==> config.mk <==
export PLATFORM = sky130hd
export DESIGN_NAME = cache_dm_ctrl
export DESIGN_NICKNAME = d
export VERILOG_FILES = /design/src/rtl/cache_dm_ctrl.sv
export SDC_FILE = /design/constraint.sdc
export NUM_CORES = 1
export LEC_CHECK = 0
export CAP_MARGIN = 20
export CELL_PAD_IN_SITES_DETAIL_PLACEMENT = 0
export CELL_PAD_IN_SITES_GLOBAL_PLACEMENT = 1
export CORE_AREA = 2 2 372 374
export CTS_CLUSTER_SIZE = 28
export DETAILED_ROUTE_END_ITERATION = 7
export DIE_AREA = 0 0 374 376
export PLACE_DENSITY_LB_ADDON = 0.12
export REMOVE_ABC_BUFFERS = 1
export SYNTH_ARGS = -nofsm -noshare
export SYNTH_HDL_FRONTEND = slang
export SYNTH_SLANG_ARGS = --single-unit
==> constraint.sdc <==
create_clock -name clk -period 21.4 [get_ports clk]
set_clock_uncertainty 0.2 [all_clocks]
set_input_delay 4.28 -clock clk [delete_from_list [all_inputs] [get_ports clk]]
set_output_delay 4.28 -clock clk [all_outputs]
set_load 0.02 [all_outputs]
==> src/rtl/cache_dm_ctrl.sv <==
// Direct-mapped cache controller between a CPU byte port and a line-wide memory port.
// Supports write-through or write-back with dirty tracking, and has saturating hit/miss counters.
module cache_dm_ctrl #(
  parameter int ADDR_W      = 10,
  parameter int BLOCK_BYTES = 16,
  parameter int NUM_BLOCKS  = 4,
  parameter int WRITE_BACK  = 0,
  parameter int CNT_W       = 16
) (
  input  logic                     clk,
  input  logic                     rst,
  input  logic                     in_valid,
  input  logic                     in_row,
  input  logic [ADDR_W-1:0]        in_addr,
  input  logic [7:0]               in_write_data,
  output logic                     out_ready,
  output logic                     out_done,
  output logic                     hit_or_miss,
  output logic [7:0]               out_read_data,
  output logic                     mem_req,
  output logic                     mem_row,
  output logic [ADDR_W-1:0]        mem_addr,
  output logic [8*BLOCK_BYTES-1:0] mem_write_data,
  input  logic [8*BLOCK_BYTES-1:0] mem_read_data,
  input  logic                     mem_ready,
  output logic [CNT_W-1:0]         hit_count,
  output logic [CNT_W-1:0]         miss_count
);
  localparam int OFF_W  = $clog2(BLOCK_BYTES);
  localparam int IDX_W  = $clog2(NUM_BLOCKS);
  localparam int TAG_W  = ADDR_W - IDX_W - OFF_W;
  localparam int LINE_W = 8 * BLOCK_BYTES;

  typedef enum logic [2:0] {S_IDLE, S_COMPARE, S_WRITEBACK, S_ALLOCATE, S_WTHRU} state_t;

  state_t r_state, w_next;

  logic [LINE_W-1:0] r_data [NUM_BLOCKS];
  logic [TAG_W-1:0]  r_tag  [NUM_BLOCKS];
  logic [NUM_BLOCKS-1:0] r_valid, r_dirty;

  logic [ADDR_W-1:0] r_addr;
  logic              r_row, r_missed;
  logic [7:0]        r_wdata, r_rdata;
  logic              r_mem_req, r_mem_row;
  logic [ADDR_W-1:0] r_mem_addr;
  logic [LINE_W-1:0] r_mem_wdata;
  logic [CNT_W-1:0]  r_hit_cnt, r_miss_cnt;

  logic [TAG_W-1:0]  w_tag;
  logic [IDX_W-1:0]  w_idx;
  logic [OFF_W-1:0]  w_off;
  logic [LINE_W-1:0] w_line, w_upd_line;
  logic [7:0]        w_byte;
  logic              w_hit, w_done, w_launch, w_launch_row, w_fill, w_wr_hit, w_miss, w_mem_fin;
  logic [ADDR_W-1:0] w_launch_addr;
  logic [LINE_W-1:0] w_launch_data;

  assign w_off  = r_addr[OFF_W-1:0];
  assign w_idx  = r_addr[OFF_W+IDX_W-1:OFF_W];
  assign w_tag  = r_addr[ADDR_W-1:OFF_W+IDX_W];
  assign w_line = r_data[w_idx];
  assign w_byte = w_line[w_off*8 +: 8];
  assign w_hit  = r_valid[w_idx] && (r_tag[w_idx] == w_tag);
  assign w_mem_fin = r_mem_req & mem_ready;

  always_comb begin
    w_upd_line = w_line;
    w_upd_line[w_off*8 +: 8] = r_wdata;
  end

  always_ff @(posedge clk) begin
    if (rst) r_state <= S_IDLE;
    else     r_state <= w_next;
  end

  always_comb begin
    w_next        = r_state;
    w_done        = 1'b0;
    w_launch      = 1'b0;
    w_launch_row  = 1'b0;
    w_launch_addr = '0;
    w_launch_data = '0;
    w_fill        = 1'b0;
    w_wr_hit      = 1'b0;
    w_miss        = 1'b0;
    case (r_state)
      S_IDLE: if (in_valid) w_next = S_COMPARE;
      S_COMPARE: begin
        if (w_hit) begin
          if (!r_row) begin
            w_done = 1'b1;
            w_next = S_IDLE;
          end else begin
            w_wr_hit = 1'b1;
            if (WRITE_BACK != 0) begin
              w_done = 1'b1;
              w_next = S_IDLE;
            end else begin
              w_next        = S_WTHRU;
              w_launch      = 1'b1;
              w_launch_row  = 1'b1;
              w_launch_addr = {w_tag, w_idx, {OFF_W{1'b0}}};
              w_launch_data = w_upd_line;
            end
          end
        end else begin
          w_miss   = 1'b1;
          w_launch = 1'b1;
          if ((WRITE_BACK != 0) && r_valid[w_idx] && r_dirty[w_idx]) begin
            w_next        = S_WRITEBACK;
            w_launch_row  = 1'b1;
            w_launch_addr = {r_tag[w_idx], w_idx, {OFF_W{1'b0}}};
            w_launch_data = w_line;
          end else begin
            w_next        = S_ALLOCATE;
            w_launch_addr = {w_tag, w_idx, {OFF_W{1'b0}}};
          end
        end
      end
      S_WRITEBACK: if (w_mem_fin) w_next = S_ALLOCATE;
      S_ALLOCATE: begin
        // After a writeback, the request line idles for one cycle before the refill is issued.
        if (!r_mem_req) begin
          w_launch      = 1'b1;
          w_launch_addr = {w_tag, w_idx, {OFF_W{1'b0}}};
        end else if (mem_ready) begin
          w_fill = 1'b1;
          w_next = S_COMPARE;
        end
      end
      S_WTHRU: if (w_mem_fin) begin
        w_done = 1'b1;
        w_next = S_IDLE;
      end
      default: w_next = S_IDLE;
    endcase
  end

  always_ff @(posedge clk) begin
    if (!rst && w_wr_hit) r_data[w_idx] <= w_upd_line;
    else if (!rst && w_fill) r_data[w_idx] <= mem_read_data;
  end

  always_ff @(posedge clk) begin
    if (rst) begin
      r_valid     <= '0;
      r_dirty     <= '0;
      r_addr      <= '0;
      r_row       <= 1'b0;
      r_wdata     <= '0;
      r_missed    <= 1'b0;
      r_rdata     <= '0;
      r_mem_req   <= 1'b0;
      r_mem_row   <= 1'b0;
      r_mem_addr  <= '0;
      r_mem_wdata <= '0;
      r_hit_cnt   <= '0;
      r_miss_cnt  <= '0;
      for (int i = 0; i < NUM_BLOCKS; i++) r_tag[i] <= '0;
    end else begin
      if (in_valid && r_state == S_IDLE) begin
        r_addr   <= in_addr;
        r_row    <= in_row;
        r_wdata  <= in_write_data;
        r_missed <= 1'b0;
      end
      if (w_miss) begin
        r_missed <= 1'b1;
        if (r_miss_cnt != '1) r_miss_cnt <= r_miss_cnt + 1'b1;
      end
      if (w_done && !r_missed && r_hit_cnt != '1) r_hit_cnt <= r_hit_cnt + 1'b1;
      if (w_done && !r_row) r_rdata <= w_byte;
      if (w_wr_hit && WRITE_BACK != 0) r_dirty[w_idx] <= 1'b1;
      if (w_fill) begin
        r_tag[w_idx]   <= w_tag;
        r_valid[w_idx] <= 1'b1;
        r_dirty[w_idx] <= 1'b0;
      end
      if (w_launch) begin
        r_mem_req   <= 1'b1;
        r_mem_row   <= w_launch_row;
        r_mem_addr  <= w_launch_addr;
        r_mem_wdata <= w_launch_data;
      end else if (w_mem_fin) begin
        r_mem_req <= 1'b0;
      end
    end
  end

  assign out_ready      = (r_state == S_IDLE);
  assign out_done       = w_done;
  assign hit_or_miss    = w_done & ~r_missed;
  assign out_read_data  = (w_done && !r_row) ? w_byte : r_rdata;
  assign mem_req        = r_mem_req;
  assign mem_row        = r_mem_row;
  assign mem_addr       = r_mem_addr;
  assign mem_write_data = r_mem_wdata;
  assign hit_count      = r_hit_cnt;
  assign miss_count     = r_miss_cnt;
endmodule

==> results.json, run 1 <==
{
  "cts_buffers": 93,
  "route.met3.wl_um": 6142,
  "async_reset_ff_share_pct": 0,
  "synth_top_cell_by_area": "edfxtp_1",
  "cp.required_ps": 16920,
  "antenna_found_initial": 11,
  "sequentialPowerShare_pct": 45.3,
  "irDropWorstVdd_v": 0.00005551,
  "rows": 136,
  "cts.sinks": 733,
  "synth_top_area_share_pct": 50.85,
  "coreArea_um2": 136600,
  "slowest_stage": "clkdlybuf4s50_1",
  "grt_max_degree": 129,
  "cts_setup_buffers": 0,
  "synthTopCellsByArea": "edfxtp_1, dfxtp_1, mux4_2",
  "cts_buffer_depth": 3,
  "synth-edff-count": 528,
  "hold_buffers": 0,
  "cts_resized": 0,
  "worst_pin_slew_ps": 1267,
  "drv_cap": 0,
  "clk_latency_ps": 670,
  "ant_nets": 0,
  "power_mw": 3.417,
  "synth.distinct_cells": 74,
  "p_leak_nw": 12.72,
  "post_drt_via_cell_ratio": 4.695,
  "synth_seq_cells": 733,
  "grt_pass1_vias": 21750,
  "setup_viol": 0,
  "setup_tns_ps": 0,
  "postRouteWirelength_um": 121200,
  "end_kind": "primary output",
  "die_area_um2": 140600,
  "cts_tree": "yes",
  "area_delta_synth_final_pct": 26.94,
  "grt-ovfl-total": 0,
  "die_w_um": 374,
  "fmax_mhz": 89.33,
  "synthFlopType": "edfxtp_1",
  "groute.usage.overall_pct": 16.96,
  "syn_inst": 2258,
  "drive_gt1_share_pct": 15.33,
  "seq_area_frac_synth_pct": 64.01,
  "fin_nets": 2726,
  "internal-power_mw": 2.588,
  "yosysWarnings": 0,
  "startpoint_type": "primary input",
  "grt_first_pass_wirelength_um": 169800,
  "m1WireLength_um": 55710,
  "initial_core_util_pct": 22.82,
  "rsz0062_at_grt": "false",
  "die-height_um": 376,
  "powerDensity_nw_per_um2": 86.34,
  "top_layer": "met5",
  "worst-setup-path-type": "in2out",
  "place.gp.congestion": 0.7376,
  "drc": 0,
  "ctsRootBufferMaster": "clkbuf_16",
  "cpLargestDelayFamily": "buffers and inverters",
  "wl_per_cell_um": 27.28,
  "worst_ep_arrival_time_ps": 6710,
  "critPathMaxFanout": 16,
  "drtPass1Iterations": 5,
  "path_clk_slew_ps": 50,
  "status": "finished clean",
  "post-route-period-util_pct": 52.31,
  "power.switching_mw": 0.8292,
  "syn_avg_cell_area_um2": 13.81,
  "crit_top_cell": "clkdlybuf4s50_1",
  "p_clk_share_pct": 46.4,
  "io_pins": 334,
  "switching_share_pct": 24.27,
  "fin_util_pct": 28.97,
  "drv_slew": 0,
  "hold_path.class": "reg2reg",
  "hold_viol_final": 0,
  "drt_iter0_drc": 1591,
  "combPwrFrac_pct": 8.3,
  "crit_chain": "clkdlybuf4s50_1 -> and2_1 -> nand3_1 -> o22ai_2 -> buf_4 -> mux2_2 -> clkdlybuf4s50_1",
  "htreeDepth": 3,
  "period_needed_ps": 11190,
  "slew_headroom_pct": 15.51,
  "dp_hpwl_um": 79480,
  "netlist_area_um2": 31180,
  "worst-path-buf-inv": 3,
  "vias": 20860,
  "met2RoutedLength_um": 56820,
  "slowest_delay_ps": 550,
  "port_buffers": 329
}
==> layer usage <==
layer / global-route usage [%] / vias to the layer above
li1: - / 9383
met1: 23.36 / 10730
met2: 27.42 / 611
met3: 3.395 / 133
met4: 3.819 / 8
met5: 0 / -
==> sequential cells by signal, summed over array words and instances, names as in the netlist, named ones only <==
signal	cells
r_state	3
hit_count	16
mem_write_data	128
r_data	512
r_tag	16
mem_row	1
mem_addr	6
r_addr	10
r_missed	1
r_wdata	8
mem_req	1
r_rdata	8
r_row	1
r_valid	4
miss_count	16
==> layout make-up <==
cell class	instances	area [µm²]
tap	1794	2245
fill	13810	97060
inverter	12	45.04
clock inverter	53	506.7
sequential	733	19970
antenna	1	2.502
timing repair buffer	374	3751
clock buffer	121	2586
multi-input combinational	1355	10480
==> metrics by stage <==
| step | cell area (µm²) | setup WS [ps] | std cells | hold slack [ps] |
|---|---|---|---|---|
| after floorplan | 30420 | 1609 | 2100 | 235.0 |
| after global placement | 36400 | 10210 | 4265 | 247.8 |
| after detailed placement | 36430 | 10210 | 4266 | 249.6 |
| after CTS | 39520 | 10200 | 4440 | 262.8 |
| after global routing | 39580 | 10140 | 4442 | 282.7 |
| final | 39580 | 10210 | 4443 | 257.5 |
==> cells by family (layout without fill, tap and decap cells) <==
kind of cell    after synthesis  in the layout  synth area share, %
xor+xnor                     11             11               0.3572
compound gates              483            483                10.44
simple gates                599            599                9.021
buf+inv                     173            560                2.604
fa+ha+maj                     6              6               0.2408
mux                         252            252                13.31
flops                       733            733                64.01
other cells                   1              5              0.01203
==> worst reg2reg max path: cells and delay by family, from the launching register on <==
family | cells | cell delay [ps]
DFF | 1 | 860
and+or+nand+nor | 4 | 1270
muxes | 1 | 630
xor gates and xnor gates | 1 | 200
buffers and inverters | 2 | 1140
==> worst paths after layout <==
kind / slack [ps] / depth (start not counted) / end / startpoint
min reg2reg: 260 / 1 / mem_row$_SDFFE_PP0P_ / mem_row$_SDFFE_PP0P_
max: 10210 / 7 / out_read_data[6] / mem_ready
min: 260 / 1 / mem_row$_SDFFE_PP0P_ / mem_row$_SDFFE_PP0P_
max reg2reg: 16240 / 8 / r_data[1][111]$_DFFE_PP_ / register
==> synth_stat cells, drive strengths merged (6+ instances only) <==
cell type	n
a31oi	9
nand3	33
o21ai	57
or2	6
ha	6
dfxtp	205
mux2i	76
nand2	140
clkbuf	92
buf	69
xor2	7
o2bb2ai	74
nor2	217
a21oi	203
mux4	125
nor3	47
or3	16
a22o	41
o211ai	12
nor2b	20
o22ai	13
nand2b	31
a22oi	7
o31ai	15
mux2	51
and2	17
edfxtp	528
nand4	16
a2bb2o	15
inv	8
and3	26
or4	10
o221ai	9
==> power groups by stage <==
stage	combinational [mW]	clock, mW	sequential [mW]
2_1_floorplan	0.146	0	1.59
3_3_place_gp	0.285	0	1.58
3_5_place_dp	0.289	0	1.58
4_1_cts	0.290	1.64	1.55
5_1_grt	0.304	1.69	1.55
6_report	0.283	1.59	1.55
==> layout by cell type (no fill, tap or decap), types with 26 or more instances in the layout <==
cell type / n
dfxtp_1: 202
nor2_1: 215
nor3_1: 46
a22o_1: 41
buf_4: 38
nand3_1: 32
nand2_1: 138
clkdlybuf4s50_1: 328
clkbuf_16: 96
nand2b_1: 31
a21oi_1: 203
o2bb2ai_1: 64
o21ai_0: 55
edfxtp_1: 528
mux4_2: 125
mux2_2: 51
and3_1: 26
mux2i_1: 76
Note: power is estimated with default switching activity, not from simulation.
==> run 2, diff against run 1 <==
==> constraint.sdc (replaced) <==
create_clock -name clk -period 10.78 [get_ports clk]
set_clock_uncertainty 0.2 [all_clocks]
set_input_delay 2.156 -clock clk [delete_from_list [all_inputs] [get_ports clk]]
set_output_delay 2.156 -clock clk [all_outputs]
set_load 0.02 [all_outputs]
==> run 2 against run 1 <==
Register-to-register slack got worse by 11000 ps. Sequential cell count unchanged. Hold slack is essentially flat. Routed wire length decreased by 0.52%. Critical path depth grew 1. Power grew 94%. Worst setup slack got worse by 6700 ps. Count of clock-buffer cells in the layout is 10 higher. Die area unchanged.
==> results.json, run 2 (synthesis gave the netlist of run 1 again) <==
{
  "antenna_found_initial": 13,
  "hold_viol_final": 0,
  "cts_resized": 0,
  "grt-ovfl-total": 0,
  "stdcell_area_um2": 39350,
  "drt_iter0_drc": 1520,
  "p_leak_nw": 12.59,
  "critPathLaunch": "mem_ready",
  "cts.sinks": 733,
  "power.switching_mw": 1.595,
  "multi_input_area_um2": 10470,
  "drv_cap": 0,
  "cts_buffers": 90,
  "ant_nets": 0,
  "worst_pin_slew_ps": 1349,
  "setup_tns_ps": 0,
  "p_clk_share_pct": 45.2,
  "startpoint_type": "primary input",
  "htreeDepth": 3,
  "rrSetupSlack_ps": 5280,
  "cts_buffer_depth": 3,
  "dp_hpwl_um": 78720,
  "path_clk_slew_ps": 60,
  "die_w_um": 374,
  "port_buffers": 329,
  "cts_tree": "yes",
  "internal-power_mw": 5.030,
  "powerDensity_nw_per_um2": 168.4,
  "grt_max_degree": 140,
  "cts_setup_buffers": 0,
  "place_area_um2": 36400,
  "r2r-end": "r_data[1][80]$_DFFE_PP_",
  "post-route-period-util_pct": 67.46,
  "post_drt_via_cell_ratio": 4.733,
  "final_common_cell": "edfxtp_1",
  "final_cell_mix": "edfxtp_1, clkdlybuf4s50_1, nor2_1",
  "switching_share_pct": 24.07,
  "hold_buffers": 0,
  "cp.required_ps": 8420,
  "drv_slew": 0,
  "hold_path.class": "reg2reg",
  "grt_pass1_vias": 21980,
  "rsz0062_at_grt": "false",
  "combPwrFrac_pct": 8.4,
  "vias": 20970,
  "worst_ep_arrival_time_ps": 4920,
  "sequentialPowerShare_pct": 46.4,
  "slew_headroom_pct": 10.07,
  "fin_nets": 2720,
  "rows": 136,
  "groute.usage.overall_pct": 16.83,
  "grt_first_pass_wirelength_um": 169800,
  "die_area_um2": 140600,
  "fillCellCount": 13920,
  "setup_viol": 0,
  "io_pins": 334,
  "drive_gt1_share_pct": 14.49,
  "postRouteWirelength_um": 120600,
  "period_needed_ps": 7273,
  "max_flop_register": "r_data",
  "initial_core_util_pct": 22.82,
  "die-height_um": 376,
  "r2r-start": "r_addr[1]$_SDFFE_PP0P_",
  "coreArea_um2": 136600,
  "ctsRootBufferMaster": "clkbuf_16",
  "area_delta_synth_final_pct": 26.21,
  "fmax_mhz": 137.5,
  "wl_per_cell_um": 27.21,
  "largest_reg_flops": 512,
  "critPathMaxFanout": 16,
  "drc": 0,
  "worst-setup-path-type": "in2out",
  "crit_end": "out_read_data[4]",
  "r2r_cells": 10,
  "status": "finished clean",
  "regArea_um2": 19970,
  "clk_latency_ps": 660,
  "antenna_cells": 0,
  "place.gp.congestion": 0.7406,
  "end_kind": "primary output",
  "irDropWorstVdd_v": 0.0001048,
  "drtPass1Iterations": 5
}
==> run 2: changes by cell type in the layout (fill, tap and decap cells not counted), moves of 2 or more <==
cell / delta
inv_6: -2
buf_4: -4
clkinv_2: -7
bufinv_16: -3
clkbuf_16: -2
clkbuf_1: +12
clkinvlp_4: -3
buf_12: +2
==> run 2: critical path, stage by stage <==
cell	delay, ps
clkdlybuf4s50_1	480
and2_1	210
nand3_1	240
o22ai_2	210
buf_4	320
nor2_1	90
a31oi_1	470
clkdlybuf4s50_1	720
==> run 2: power groups by stage <==
stage	clock [mW]	combinational [mW]	sequential, mW
after detailed placement	0	0.567	3.13
after global placement	0	0.562	3.13
after global routing	3.19	0.601	3.07
after floorplan	0	0.289	3.15
after CTS	3.09	0.569	3.07
final	3.00	0.557	3.07
==> run 2: worst min path at each step <==
stage / cells past startpoint / slack (ps) / start / end
after global placement: 1 / 250 / mem_row$_SDFFE_PP0P_ / mem_row$_SDFFE_PP0P_
final: 1 / 260 / mem_row$_SDFFE_PP0P_ / mem_row$_SDFFE_PP0P_
after CTS: 1 / 260 / mem_row$_SDFFE_PP0P_ / mem_row$_SDFFE_PP0P_
after global routing: 1 / 280 / mem_write_data[104]$_SDFFE_PP0P_ / mem_write_data[104]$_SDFFE_PP0P_
after floorplan: 2 / 240 / r_valid[3]$_SDFFE_PP0P_ / r_valid[3]$_SDFFE_PP0P_
after detailed placement: 1 / 250 / mem_write_data[51]$_SDFFE_PP0P_ / mem_write_data[51]$_SDFFE_PP0P_
==> run 2: cell type report <==
cell class                      instances  share of cell area [%]
Sequential cell                       733                   50.74
Multi-Input combinational cell       1355                   26.60
Timing Repair Buffer                  371                   9.488
Clock buffer                          131                   6.559
Tap cell                             1794                   5.704
Clock inverter                         35                  0.7885
Inverter                               12                  0.1145
==> run 2: routing by layer <==
layer | global-route usage [%] | part of all wire (%)
met1 | 22.59 | 45
met2 | 28.10 | 48
met3 | 3.026 | 4.8
met4 | 3.949 | 2.2
met5 | 0 | 0.041
==> run 2: stage by stage <==
step           cells  hold WS, ps  utilization [%]  total power, mW  setup WS (ps)
2_1_floorplan   2100        235.0                -            3.439          -9011
3_3_place_gp    4262        245.4            26.64            3.693           3514
3_5_place_dp    4263        246.2            26.64            3.699           3501
4_1_cts         4429        264.2            28.76            6.728           3309
5_1_grt         4431        284.3            28.80            6.863           3243
6_report        4431        257.5            28.80            6.625           3507
==> run 3, diff against run 2 <==
==> constraint.sdc (replaced) <==
create_clock -name clk -period 6.26 [get_ports clk]
set_clock_uncertainty 0.2 [all_clocks]
set_input_delay 1.252 -clock clk [delete_from_list [all_inputs] [get_ports clk]]
set_output_delay 1.252 -clock clk [all_outputs]
set_load 0.02 [all_outputs]
==> run 3 against run 2 <==
Critical endpoint is now out_read_data[7]. Largest cell class unchanged. Clock power grew 78%. Combinational power grew 78%. Die area stayed put. Register-to-register slack worse by 3800 ps. Routed wire length up 1.5%.
==> results.json, run 3 (synthesis gave the netlist of run 1 again) <==
{
  "initial_core_util_pct": 22.82,
  "fin_nets": 2764,
  "cts_buffers": 92,
  "cts_buffer_depth": 3,
  "die_w_um": 374,
  "worst-setup-path-type": "reg2out",
  "dp_slack_ps": 842.5,
  "place.gp.congestion": 0.7715,
  "die-height_um": 376,
  "cp.required_ps": 4810,
  "grt_use_met1_pct": 22.64,
  "fin_util_pct": 29.23,
  "area_delta_synth_final_pct": 28.11,
  "vias": 21050,
  "grt_max_degree": 130,
  "setup_viol": 0,
  "htreeDepth": 3,
  "setup_tns_ps": 0,
  "drt_iter0_drc": 1501,
  "end_kind": "primary output",
  "coreArea_um2": 136600,
  "hold_path.class": "reg2reg",
  "grt_first_pass_wirelength_um": 170700,
  "largest_reg_flops": 512,
  "max_flop_register": "r_data",
  "hold_viol_final": 0,
  "wl_per_cell_um": 27.32,
  "io_pins": 334,
  "cts_resized": 0,
  "post_drt_via_cell_ratio": 4.699,
  "dp_hpwl_um": 83380,
  "drtPass1Iterations": 5,
  "status": "finished clean",
  "antenna_found_initial": 11,
  "critPathMaxFanout": 16,
  "drv_cap": 0,
  "final_common_cell": "edfxtp_1",
  "drc": 0,
  "fillCellCount": 13850,
  "fin_ws_ps": 322.2,
  "p_leak_nw": 12.91,
  "startpoint_type": "register",
  "crit_chain": "mux4_2 -> xor2_1 -> or4b_2 -> o22ai_2 -> buf_4 -> nor2_1 -> a31oi_1 -> clkdlybuf4s50_1",
  "post-route-period-util_pct": 94.85,
  "slowest_stage": "clkdlybuf4s50_1",
  "worst_pin_slew_ps": 1128,
  "worst-path-buf-inv": 2,
  "irDropWorstVdd_v": 0.0001846,
  "worst_ep_arrival_time_ps": 4490,
  "powerDensity_nw_per_um2": 290.5,
  "met2_usage_pct": 28.15,
  "grt-ovfl-total": 0,
  "groute.usage.overall_pct": 17.06,
  "fmax_mhz": 168.4,
  "ant_nets": 0,
  "rsz0062_at_grt": "false",
  "cts.sinks": 733,
  "met3_usage_pct": 3.843,
  "clk_latency_ps": 690,
  "port_buffers": 329,
  "ctsRootBufferMaster": "clkbuf_16",
  "postRouteWirelength_um": 122400,
  "path_clk_slew_ps": 60,
  "slew_headroom_pct": 24.61,
  "cpLargestDelayFamily": "buffers and inverters",
  "period_needed_ps": 5938,
  "layout.cells.non_filler": 4480,
  "slowest_delay_ps": 730,
  "drv_slew": 0,
  "grt_pass1_vias": 22080,
  "top_usage_layer": "met2",
  "cts_tree": "yes",
  "die_area_um2": 140600,
  "dp_cells": 4306,
  "final_cell_mix": "edfxtp_1, clkdlybuf4s50_1, nor2_1",
  "drive_gt1_share_pct": 15.98,
  "rows": 136
}
run 3: final timing paths:
check	startpoint	end	slack, ps	cells past startpoint
max	register	out_read_data[7]	320	8
min	mem_row$_SDFFE_PP0P_	mem_row$_SDFFE_PP0P_	260	1
max reg2reg	r_addr[0]$_SDFFE_PP0P_	r_data[3][117]$_DFFE_PP_	1510	7
min reg2reg	mem_row$_SDFFE_PP0P_	mem_row$_SDFFE_PP0P_	260	1
run 3: timing repair:
action | CTS | global route
setup buffers | 0 | 1
hold buffers | 0 | 0
setup endpoints to repair | 0 | 1
run 3: metal layers:
metal | wire length, µm | part of all wire (%)
met5 | 46 | 0.038
met1 | 54810 | 45
met3 | 7205 | 5.9
met2 | 58060 | 47
met4 | 2252 | 1.8
run 3: area by class of cell:
type | instances | area, µm² | area share [%]
Timing Repair Buffer | 413 | 4204 | 10.52
Multi-Input combinational cell | 1355 | 10470 | 26.20
Inverter | 12 | 45.04 | 0.1128
Sequential cell | 733 | 19970 | 49.99
Clock buffer | 134 | 2615 | 6.547
Clock inverter | 38 | 399.1 | 0.9992
Antenna cell | 1 | 2.502 | 0.006265
Tap cell | 1794 | 2245 | 5.619
run 3: through the flow:
stage	hold slack [ps]	power (mW)	area (µm²)
floorplan	235.0	5.922	30420
global placement	246.2	6.384	36880
detailed placement	245.5	6.399	36910
CTS	264.6	11.79	39920
global route	273.8	12.03	39940
finish	257.5	11.60	39940
run 3: power breakdown:
group / total, mW / switching [mW] / leakage (nW) / internal, mW
logic: 0.991 / 0.615 / 5.01 / 0.375
clock network: 5.33 / 2.14 / 1.48 / 3.19
registers: 5.29 / 0.0362 / 6.42 / 5.25
total: 11.6 / 2.79 / 12.9 / 8.81
